## config.mk

```make
export PLATFORM = sky130hd
export DESIGN_NAME = delay_timer_scheduler_flat
export DESIGN_NICKNAME = d
export VERILOG_FILES = /design/src/rtl/delay_timer_scheduler_if.sv /design/src/rtl/delay_timer_scheduler.sv /design/src/flat_wrapper.sv
export SDC_FILE = /design/constraint.sdc
export NUM_CORES = 1
export LEC_CHECK = 0
export BUFFER_PORTS_ARGS = -buffer_cell sky130_fd_sc_hd__buf_2
export CAP_MARGIN = 5
export CORE_MARGIN = 4
export CORE_UTILIZATION = 55
export DETAILED_ROUTE_END_ITERATION = 10
export PLACE_DENSITY_LB_ADDON = 0.15
export SLEW_MARGIN = 20
export SYNTH_ARGS = -nofsm -noshare
export SYNTH_HDL_FRONTEND = slang
export SYNTH_SLANG_ARGS = --single-unit
```

## constraint.sdc

```tcl
create_clock -name clk -period 2 [get_ports clk]
set_clock_uncertainty 0.05 [all_clocks]
set_input_delay 0.4 -clock clk [delete_from_list [all_inputs] [get_ports clk]]
set_output_delay 0.4 -clock clk [all_outputs]
set_load 0.01 [all_outputs]
```

## src/rtl/delay_timer_scheduler_if.sv

```systemverilog
// Bundle between the requesters, the shared delay_timer and the scheduler.
// The slave modport is the scheduler's view; master is the environment
// (requesters plus the shared timer).
interface delay_timer_scheduler_if #(
  parameter int NUM_REQ = 4
);
  logic [NUM_REQ-1:0] req;
  logic [NUM_REQ-1:0] ack;
  logic [NUM_REQ-1:0] grant;
  logic               busy;
  logic               timer_enable;
  logic               timer_done;
  logic               timeout_err;

  modport slave (
    input  req,
    input  timer_done,
    output ack,
    output grant,
    output busy,
    output timer_enable,
    output timeout_err
  );

  modport master (
    output req,
    output timer_done,
    input  ack,
    input  grant,
    input  busy,
    input  timer_enable,
    input  timeout_err
  );
endinterface

```

## src/rtl/delay_timer_scheduler.sv

```systemverilog
// Round-robin scheduler sharing one delay_timer between NUM_REQ requesters.
// IDLE -> START (one-cycle timer_enable) -> WAIT (done or watchdog) -> ACK.
// Every output is driven straight from a register.
module delay_timer_scheduler #(
  parameter int NUM_REQ        = 4,
  parameter int TIMEOUT_CYCLES = 64
) (
  input  logic                   clk,
  input  logic                   rst_n,
  delay_timer_scheduler_if.slave bus
);

  localparam int PTR_W = (NUM_REQ > 1) ? $clog2(NUM_REQ) : 1;
  // Watchdog holds 0..TIMEOUT_CYCLES; a disabled watchdog still needs one bit.
  localparam int WD_W  = (TIMEOUT_CYCLES > 0) ? $clog2(TIMEOUT_CYCLES + 1) : 1;

  localparam logic [PTR_W-1:0] PTR_LAST = PTR_W'(NUM_REQ - 1);
  localparam logic [WD_W-1:0]  WD_LAST  = WD_W'((TIMEOUT_CYCLES > 0) ? (TIMEOUT_CYCLES - 1) : 0);
  localparam logic [WD_W-1:0]  WD_MAX   = '1;
  localparam logic [PTR_W:0]   NUM_EXT  = (PTR_W + 1)'(NUM_REQ);

  typedef enum logic [1:0] {
    IDLE  = 2'd0,
    START = 2'd1,
    WAIT  = 2'd2,
    ACK   = 2'd3
  } state_t;

  state_t state_reg, state_next;

  logic [PTR_W-1:0]   rr_ptr_reg, rr_ptr_next;
  logic [WD_W-1:0]    wd_reg, wd_next;
  logic [NUM_REQ-1:0] grant_reg, grant_next;
  logic [NUM_REQ-1:0] ack_reg, ack_next;
  logic               busy_reg, busy_next;
  logic               timer_enable_reg, timer_enable_next;
  logic               timeout_err_reg, timeout_err_next;

  logic               req_any;
  logic               wd_expired;
  logic               win_found;
  logic [PTR_W-1:0]   win_idx;
  logic [PTR_W:0]     cand;
  logic [NUM_REQ-1:0] win_onehot;

  assign req_any = |bus.req;

  // The watchdog fires on the edge that would end the TIMEOUT_CYCLES-th WAIT cycle.
  assign wd_expired = (TIMEOUT_CYCLES != 0) && (wd_reg == WD_LAST);

  // Round-robin search: first asserted request at or above the pointer, with wrap.
  always_comb begin
    win_found = 1'b0;
    win_idx   = '0;
    cand      = '0;
    for (int k = 0; k < NUM_REQ; k++) begin
      cand = {1'b0, rr_ptr_reg} + (PTR_W + 1)'(k);
      if (cand >= NUM_EXT) begin
        cand = cand - NUM_EXT;
      end
      if (!win_found && bus.req[cand[PTR_W-1:0]]) begin
        win_found = 1'b1;
        win_idx   = cand[PTR_W-1:0];
      end
    end
  end

  // One-hot form of the winning index, used to load grant.
  generate
    for (genvar gi = 0; gi < NUM_REQ; gi++) begin : g_win_onehot
      assign win_onehot[gi] = win_found && (win_idx == PTR_W'(gi));
    end
  endgenerate

  // State register.
  always_ff @(posedge clk or negedge rst_n) begin
    if (!rst_n) begin
      state_reg <= IDLE;
    end else begin
      state_reg <= state_next;
    end
  end

  // Next-state logic; requests are only looked at in IDLE, done only in WAIT.
  always_comb begin
    state_next = state_reg;
    case (state_reg)
      IDLE:    if (req_any) state_next = START;
      START:   state_next = WAIT;
      WAIT:    if (bus.timer_done || wd_expired) state_next = ACK;
      ACK:     state_next = IDLE;
      default: state_next = IDLE;
    endcase
  end

  // Next values of the registered outputs, the rr pointer and the watchdog.
  always_comb begin
    grant_next        = grant_reg;
    busy_next         = busy_reg;
    ack_next          = '0;
    timer_enable_next = 1'b0;
    timeout_err_next  = 1'b0;
    rr_ptr_next       = rr_ptr_reg;
    wd_next           = wd_reg;
    case (state_reg)
      IDLE: begin
        if (req_any) begin
          grant_next        = win_onehot;
          busy_next         = 1'b1;
          timer_enable_next = 1'b1;
          rr_ptr_next       = (win_idx == PTR_LAST) ? '0 : (win_idx + 1'b1);
        end
      end
      START: begin
        wd_next = '0;
      end
      WAIT: begin
        // Saturate rather than wrap so a disabled watchdog never aliases.
        if (wd_reg != WD_MAX) begin
          wd_next = wd_reg + 1'b1;
        end
        // A done on the expiry edge wins: the timer did finish.
        if (bus.timer_done) begin
          ack_next = grant_reg;
        end else if (wd_expired) begin
          ack_next         = grant_reg;
          timeout_err_next = 1'b1;
        end
      end
      ACK: begin
        grant_next = '0;
        busy_next  = 1'b0;
      end
      default: begin
        grant_next = '0;
        busy_next  = 1'b0;
      end
    endcase
  end

  // Output registers.
  always_ff @(posedge clk or negedge rst_n) begin
    if (!rst_n) begin
      grant_reg        <= '0;
      ack_reg          <= '0;
      busy_reg         <= 1'b0;
      timer_enable_reg <= 1'b0;
      timeout_err_reg  <= 1'b0;
    end else begin
      grant_reg        <= grant_next;
      ack_reg          <= ack_next;
      busy_reg         <= busy_next;
      timer_enable_reg <= timer_enable_next;
      timeout_err_reg  <= timeout_err_next;
    end
  end

  // Arbitration pointer and watchdog counter.
  always_ff @(posedge clk or negedge rst_n) begin
    if (!rst_n) begin
      rr_ptr_reg <= '0;
      wd_reg     <= '0;
    end else begin
      rr_ptr_reg <= rr_ptr_next;
      wd_reg     <= wd_next;
    end
  end

  assign bus.grant        = grant_reg;
  assign bus.ack          = ack_reg;
  assign bus.busy         = busy_reg;
  assign bus.timer_enable = timer_enable_reg;
  assign bus.timeout_err  = timeout_err_reg;

endmodule

```

## src/flat_wrapper.sv

```systemverilog
// flat-port wrapper written by rule: the top's interface ports become plain ports
module delay_timer_scheduler_flat 
#(
  parameter int NUM_REQ        = 4,
  parameter int TIMEOUT_CYCLES = 64
)
  (clk, rst_n, bus_req, bus_timer_done, bus_ack, bus_grant, bus_busy, bus_timer_enable, bus_timeout_err);
  delay_timer_scheduler_if #(.NUM_REQ(NUM_REQ)) bus_i ();
  input  logic clk;
  input  logic rst_n;
  input wire logic [$bits(bus_i.req)-1:0] bus_req;
  input wire logic [$bits(bus_i.timer_done)-1:0] bus_timer_done;
  output wire logic [$bits(bus_i.ack)-1:0] bus_ack;
  output wire logic [$bits(bus_i.grant)-1:0] bus_grant;
  output wire logic [$bits(bus_i.busy)-1:0] bus_busy;
  output wire logic [$bits(bus_i.timer_enable)-1:0] bus_timer_enable;
  output wire logic [$bits(bus_i.timeout_err)-1:0] bus_timeout_err;
  assign bus_i.req = bus_req;
  assign bus_i.timer_done = bus_timer_done;
  assign bus_ack = bus_i.ack;
  assign bus_grant = bus_i.grant;
  assign bus_busy = bus_i.busy;
  assign bus_timer_enable = bus_i.timer_enable;
  assign bus_timeout_err = bus_i.timeout_err;
  delay_timer_scheduler #(.NUM_REQ(NUM_REQ), .TIMEOUT_CYCLES(TIMEOUT_CYCLES)) u_core (.clk(clk), .rst_n(rst_n), .bus(bus_i));
endmodule
```

==> results.cfg <==
[synthesis]
async_reset_ff_frac = 1.00
synth_top_flop_cell = dfrtp_1
synth-edff-count = 0
syn-cell-area_mm2 = 0.00123
yosysMostFrequentCell = dfrtp_1
synth.avg_cell_area_um2 = 10.5
synth_top_cell_area_share = 0.448
synth-seq-cells = 22
synth.net_count = 134
yosys_warnings = 0
synth_cells = 117
synth-seq-area-share = 0.448
synth.cells.most_frequent = dfrtp_1 (22), ha_1 (10), a21oi_1 (8), inv_1 (6)
yosysUniqueCellTypes = 37
yosysTopAreaCell = dfrtp_1
synthTopCellsByArea = dfrtp_1 (45%), ha_1 (10%), a21oi_1 (3.3%)

[clock_tree]
postCtsResizedCells = 0
htree_levels = 1
path_clk_slew_ps = 130
cts_root_buf = clkbuf_4
cts_tree = built
clk_latency_ps = 310
cts-buffers-inserted = 3
cts_buffer_depth = 2
postCtsSetupBuffers = 0
cts.sinks = 22

[pwr]
p_leak_nw = 0.682
ir_worst_vdd_v = 0.000891
p_per_area_mw_per_mm2 = 1260

[detailed_routing]
drt_iter0_drc = 19
met2_length_um = 1230
routed.top_layer = met4
wl_met3_um = 80
drc = 0
ant_nets = 0
vias = 987
wire_per_inst_um = 14.7
wirelength_um = 2440
drtPass1Iterations = 4
vias_per_cell = 5.95
wirelength_met1_um = 1100

[worst_setup_path]
crit_required_ps = 2170
rr_worst_depth = 5
critPathKind = flip-flop to flip-flop
path_max_fanout = 6
critPathLaunchType = flip-flop
cp-end-kind = flip-flop
cp.arrival_ps = 1890

[timing]
hold_viol_final = 0
clock.fmax_mhz = 581
setup-violations-final = 0
slew-limit-headroom = 0.664
slew_violations = 0
rsz0062_at_grt = false
tns_ps = 0
fin_crit_sh = 0.861
worst_pin_slew_ps = 505
period_needed_ps = 1720

[floorplanning]
die_area_mm2 = 0.00305
die_h_um = 55.3
initial_core_util = 0.602
rows = 16
die_w_um = 55.3
io_pins = 18
core_mm2 = 0.00204

[final_layout]
largest_reg_flops = 7
fill_cells = 163
multiInputGateArea_um2 = 648
syn2layout_area_growth_pct = 15.4
antenna_cells = 0
final_nets = 157
final_util = 0.694
seq_area_um2 = 551
drive_gt1_frac = 0.209

[global_route]
grt_max_degree = 23
track_usage = 0.169
antenna_found_initial = 0
grt_first_pass_wirelength_um = 4180
grt_pass1_vias = 962
grt_overflow_total = 0

[hold_path]
hold_depth = 3
hold_path.class = input port to flip-flop

[placed_design]
hpwl_um = 1840
gp_congestion = 0.785
io_buffers = 17

[status]
status = completed

[flow_run]
maxCapViolCount = 0
==> power breakdown <==
part / leakage, nW / internal (mW) / switching, mW
clock: 0.0279 / 0.203 / 0.142
sequential: 0.290 / 0.560 / 0.108
combinational: 0.363 / 0.362 / 0.418
==> cell type report <==
| class | count | share of cell area |
|---|---|---|
| clock inverter | 1 | 0.0212 |
| tap | 27 | 0.0238 |
| sequential | 22 | 0.388 |
| multi-input combinational | 87 | 0.457 |
| inverter | 6 | 0.0159 |
| timing repair buffer | 20 | 0.0777 |
| clock buffer | 3 | 0.0159 |
==> through the flow <==
stage / setup WS, ps / cell area (µm²) / power, mW / hold slack (ps) / std cells
2_1_floorplan: 379 / 1230 / 1.23 / 54.4 / 117
3_3_place_gp: 224 / 1360 / 1.43 / 342 / 161
3_5_place_dp: 202 / 1360 / 1.46 / 349 / 161
4_1_cts: 289 / 1420 / 1.81 / 337 / 166
5_1_grt: 196 / 1420 / 1.93 / 374 / 166
6_report: 278 / 1420 / 1.79 / 343 / 166
==> timing repair <==
item	in CTS	in global routing
setup endpoints to repair	0	0
hold endpoints to repair	11	0
hold buffers	1	0
==> placed cells by master (no fill, tap or decap), types with 3 or more instances in the layout <==
cell type	count
nor3b_1	5
nand2b_1	3
o211ai_1	3
clkbuf_4	3
a31oi_1	3
dfrtp_1	22
nor2_1	5
nand3_1	5
nor3_1	3
ha_1	10
nand2_1	4
buf_2	17
inv_1	6
and3_1	5
a21oi_1	8
a22o_1	4
o21ai_0	3
==> critical path, stage by stage (launching register included) <==
cell and delay [ps]:
dfrtp_1 470, nand2b_1 170, a21o_1 200, and3_1 210, ha_1 280, mux2_2 250
==> cell families after synthesis <==
kind of cell	share of synthesized area
AO/OA/AOI/OAI	0.204
adder cells (fa/ha/maj)	0.102
buffers and inverters	0.0244
flip-flops	0.448
multiplexers	0.0356
AND/OR/NAND/NOR	0.186
==> layer usage <==
metal  vias to the layer above  global-route usage
met5                         -                   0
met4                         0              0.0694
li1                        489                   -
met2                        15               0.297
met3                         4              0.0280
met1                       479               0.201
==> path summary, 6_finish.rpt <==
path	startpoint	end	slack [ps]
setup / recovery	u_core.rr_ptr_reg[1]	u_core.rr_ptr_reg[1]	280
hold / removal	bus_timer_done	u_core.bus.timeout_err	340
setup reg to reg	u_core.rr_ptr_reg[1]	u_core.rr_ptr_reg[1]	280
hold reg to reg	u_core.bus.busy	u_core.bus.busy	450
max in group asynchronous	rst_n	u_core.bus.ack[0]	1040
min in group asynchronous	rst_n	u_core.state_reg[1]	510
No activity file was read; power rests on OpenSTA's default activity.
